`config.mk`:
```
export PLATFORM = sky130hd
export DESIGN_NAME = regfile_write_arbiter
export DESIGN_NICKNAME = d
export VERILOG_FILES = /design/src/rtl/regfile_write_arbiter.sv
export SDC_FILE = /design/constraint.sdc
export NUM_CORES = 1
export LEC_CHECK = 0
export CAP_MARGIN = 15
export CORE_ASPECT_RATIO = 0.6
export CORE_MARGIN = 2
export CORE_UTILIZATION = 35
export CTS_CLUSTER_SIZE = 28
export DETAILED_ROUTE_END_ITERATION = 16
export PLACE_DENSITY = 0.73
export SLEW_MARGIN = 25
export SYNTH_ARGS = -nofsm -noshare
export SYNTH_HDL_FRONTEND = slang
export SYNTH_SLANG_ARGS = --single-unit
```
`constraint.sdc`:
```
create_clock -name clk -period 4 [get_ports clk]
set_input_delay 0.8 -clock clk [delete_from_list [all_inputs] [get_ports clk]]
set_output_delay 0.8 -clock clk [all_outputs]
set_load 0.02 [all_outputs]
```
`src/rtl/regfile_write_arbiter.sv`:
```
// Round-robin arbiter for the register bank's single write port.
// Registers the winning write and drives a one-hot per-register write enable.
module regfile_write_arbiter #(
  parameter int N_REQ    = 4,
  parameter int ADDR_W   = 5,
  parameter int DATA_W   = 32,
  parameter int ZERO_REG = 1,
  parameter int IDX_W    = 2
) (
  input  logic                      clk,
  input  logic                      reset,
  input  logic                      freeze,
  input  logic [N_REQ-1:0]          req_valid,
  input  logic [N_REQ*ADDR_W-1:0]   req_addr,
  input  logic [N_REQ*DATA_W-1:0]   req_data,
  output logic [N_REQ-1:0]          req_ready,
  output logic                      wr_valid,
  output logic [ADDR_W-1:0]         wr_addr,
  output logic [DATA_W-1:0]         wr_data,
  output logic [(1<<ADDR_W)-1:0]    wr_enable_vec,
  output logic [IDX_W-1:0]          last_grant,
  output logic [15:0]               drop_count
);

  localparam int DEPTH = 1 << ADDR_W;
  localparam logic [IDX_W-1:0] PTR_RST = IDX_W'(N_REQ - 1);

  logic [IDX_W-1:0]  ptr;
  logic [N_REQ-1:0]  grant;
  logic [IDX_W-1:0]  gnt_idx;
  logic [ADDR_W-1:0] gnt_addr;
  logic [DATA_W-1:0] gnt_data;
  logic              any_grant;
  logic              drop;

  function automatic logic [15:0] sat_inc(input logic [15:0] v);
    return (v == 16'hFFFF) ? v : v + 16'd1;
  endfunction

  // Stage 0: combinational round-robin scan starting just after ptr
  always_comb begin
    int idx;
    idx       = 0;
    grant     = '0;
    gnt_idx   = '0;
    gnt_addr  = '0;
    gnt_data  = '0;
    any_grant = 1'b0;
    if (reset && !freeze) begin
      for (int k = 1; k <= N_REQ; k++) begin
        idx = (int'(ptr) + k) % N_REQ;
        if (!any_grant && req_valid[idx]) begin
          any_grant  = 1'b1;
          grant[idx] = 1'b1;
          gnt_idx    = IDX_W'(idx);
          gnt_addr   = req_addr[idx*ADDR_W +: ADDR_W];
          gnt_data   = req_data[idx*DATA_W +: DATA_W];
        end
      end
    end
  end

  assign req_ready = grant;
  // Register-0 writes are still acknowledged but never reach the bank
  assign drop      = any_grant && (ZERO_REG != 0) && (gnt_addr == '0);

  // Stage 1: registered write to the bank
  always_ff @(posedge clk) begin
    if (!reset) begin
      ptr        <= PTR_RST;
      last_grant <= '0;
      wr_valid   <= 1'b0;
      wr_addr    <= '0;
      wr_data    <= '0;
      drop_count <= '0;
    end else begin
      wr_valid <= any_grant && !drop;
      if (any_grant) begin
        ptr        <= gnt_idx;
        last_grant <= gnt_idx;
      end
      if (drop) begin
        drop_count <= sat_inc(drop_count);
      end else if (any_grant) begin
        wr_addr <= gnt_addr;
        wr_data <= gnt_data;
      end
    end
  end

  assign wr_enable_vec = wr_valid ? ({{(DEPTH-1){1'b0}}, 1'b1} << wr_addr) : '0;

endmodule

```
==> summary.md <==
| Metric | Value |
|---|---|
| Minimum clock period | `between 3000 and 4000 ps` |
| Cell area after synthesis | `approximately 0.0074 mm²` |
| Num rows | `slightly above 40` |
| Root buf cell | `clkbuf_16` |
| Initial Util | `0.355` |
| Number of global-route vias before repair | `roughly 7.6k` |
| Slew headroom | `0.334` |
| DRC Markers | `0` |
| Layout cells sized above 1 | `0.194` |
| Cts hold-fix bufs | `0` |
| Clock Pin Slew Worst Setup and Hold Paths | `roughly 50 ps` |
| Ys Warns | `0` |
| Tcrit/Tclk final | `0.919` |
| Largest family of logic cells by synthesized area | `multiplexers` |
| Yosys top cell area share | `0.325` |
| Gpl congestion | `between 0.8 and 0.9` |
| Req. time, crit path | `4260 ps` |
| H-tree depth | `3` |
| Core Area | `0.0209 mm²` |
| Final setup vio count | `0` |
| NumNets Final | `between 1k and 1.5k` |
| Sequential cell area fraction in the yosys report | `0.156` |
| Die area | `0.0224 mm²` |
| Synth Area in XOR/XNOR | `0.00236` |
| Area delta synth->final | `41.8%` |
| Post-layout util | `0.503` |
| Hold Path Class | `register to register` |
| Crit. End Element | `register` |
| Crit path launch type | `input pin` |
| Num ports | `247` |
| Total track usage | `0.245` |
| Largest net degree at the start of global routing | `69` |
| TritonCTS clock tree | `built` |
| Setup Crit Path Kind | `input pin to register` |
| Die Width | `about 190 µm` |
| Main synth FF type | `dfxtp_1` |
| Unrepaired setup endpoints after global routing | `no` |
| Syn Nets | `between 900 and 1k` |
| Routed vias/inst | `6.18` |
| Status | `complete, no violations` |
| Slew @ Worst Pin | `around 1000 ps` |
| R2r setup slk | `between 400 and 500 ps` |
| Synth Area in Adders | `0.0152` |
| Initial antenna violation count | `0` |
| Cell taking the most area after synthesis | `mux4_2` |
| HP Start | `wr_data[24]` |
| CTS max path bufs | `2` |
| Yosys cell types | `53` |
| GRT Residual Overflow | `0` |
| DR vias | `roughly 8k` |
| Clk sinks | `58` |
| R2R Path Start | `ptr[0]` |
| First-pass iteration count of the detailed router | `5` |
| Worst-Skew Late Latency | `between 300 and 400 ps` |
| Share of synthesized registers carrying an async set or reset | `0` |
| Crit. Startpoint | `req_valid[3]` |
| Crit path DAT | `3930 ps` |
| Avg Cell Area, Syn | `9.24 µm²` |
| Final ANT Viol Nets | `0` |
| First-pass GRT wire length | `42600 µm` |
| Synth Area in Compound Gates | `0.186` |
| Yosys reg bits | `58` |
| Final hold vios | `0` |
| Post-synth EDFFs | `0` |
| Pwr Density | `716 mW/mm²` |
| Commonest non-fill, non-tap cell in the layout | `clkdlybuf4s50_1` |
| Crit Path Max Fanout | `17` |
| Ant. Diodes | `0` |
| Post-synthesis simple-gate area fraction | `0.179` |
| Mapped Cells | `between 800 and 900` |
| Cts bufs inserted | `9` |
| Hold_ws | `approximately 450 ps` |
| Port buffer count | `roughly 250` |
| Synth top area cells | `mux4_2 (32%), dfxtp_1 (16%), mux2i_1 (5.3%)` |
| Fmax | `~0.27 GHz` |
| Max_cap viols | `0` |
| Most frequent cells in the layout | `clkdlybuf4s50_1 (242), mux4_2 (107), nand2_1 (102)` |
| Total Wirelength | `between 20000 and 30000 µm` |
| Post-synthesis mux area share | `0.402` |
| Worst Skew | `4.80 ps` |
| LEAKAGE | `approximately 0.0039 µW` |
| DR iter-0 viols | `735` |
| Die Ht | `roughly 120 µm` |
| Slew Viols, Final | `0` |
| Dpl hpwl | `about 21000 µm` |
| Peak supply drop | `approximately 620 µV` |
| Routed length per instance | `about 21 µm` |
## what timing repair did
item	in CTS	in global routing
pin swaps	0	1
cloned	0	0
buffers inserted	3	1
gates resized for setup	0	5
endpoints found under the setup margin	4	4
## final cells by class
type,instances,area [µm²]
flip-flops and latches,58,1170
clock inverters,4,23.8
fillers,1947,10400
multi-input cells,652,5860
inverters,9,33.8
clock buffers,12,267
well taps,279,349
repair buffers,289,2820
## layer usage
layer | wire (µm) | up-vias | global-route usage
met5 | 0 | - | 0
met4 | 316 | 0 | 0.0473
met3 | 3390 | 26 | 0.0686
met2 | 12200 | 482 | 0.385
met1 | 12100 | 3917 | 0.341
li1 | - | 3632 | -
## worst paths after layout
check,end,cells after the start
worst max-delay path,wr_data[25],11
worst min-delay path,wr_data[24],2
worst max register to register,drop_count[13],11
worst min register to register,wr_data[24],2
## where the power goes
group          switching, µW  total [µW]  internal, µW
registers                170         926           756
logic                   3070        5840          2770
clock network            294         762           468
## worst max-delay path, cell delays in order
cell,delay (ps)
clkdlybuf4s50_1,510
mux4_2,570
nor4b_4,430
buf_4,340
nand3_1,120
o31ai_1,130
nand3b_2,240
nor2_4,90
buf_4,190
or3_1,370
a21oi_1,150
## cells in the mapped netlist (13+ instances only)
library cell / n
mux2i_1: 39
buf_2: 30
a221oi_1: 18
a222oi_1: 18
mux2_2: 16
o21ai_0: 31
a21oi_1: 67
nor3_1: 17
nand2_1: 102
nand3_1: 31
nand2b_1: 23
mux4_2: 107
a22oi_1: 13
clkbuf_1: 36
nor2_1: 56
or3_1: 14
dfxtp_1: 58
## per-stage QoR
stage	setup slack [ps]	cells	TNS [ps]	area [µm²]	power (µW)
2_1_floorplan	50.0	803	0	7430	5060
3_3_place_gp	36.7	1283	0	10200	6630
3_5_place_dp	-27.2	1283	-178	10200	6690
4_1_cts	20.6	1302	0	10500	7510
5_1_grt	77.1	1303	0	10500	8090
6_report	322	1303	0	10500	7530
## kinds of logic after synthesis
logic type / Yosys count
flops: 58
xor+xnor: 2
buf+inv: 93
mux: 162
compound gates: 201
simple gates: 278
fa+ha+maj: 9
## state kept, by name, summed over array words and instances, names as in the netlist
register / cells
ptr: 2
drop_count: 16
wr_valid: 1
last_grant: 2
wr_addr: 5
wr_data: 32
(Power assumes the default switching activity.)
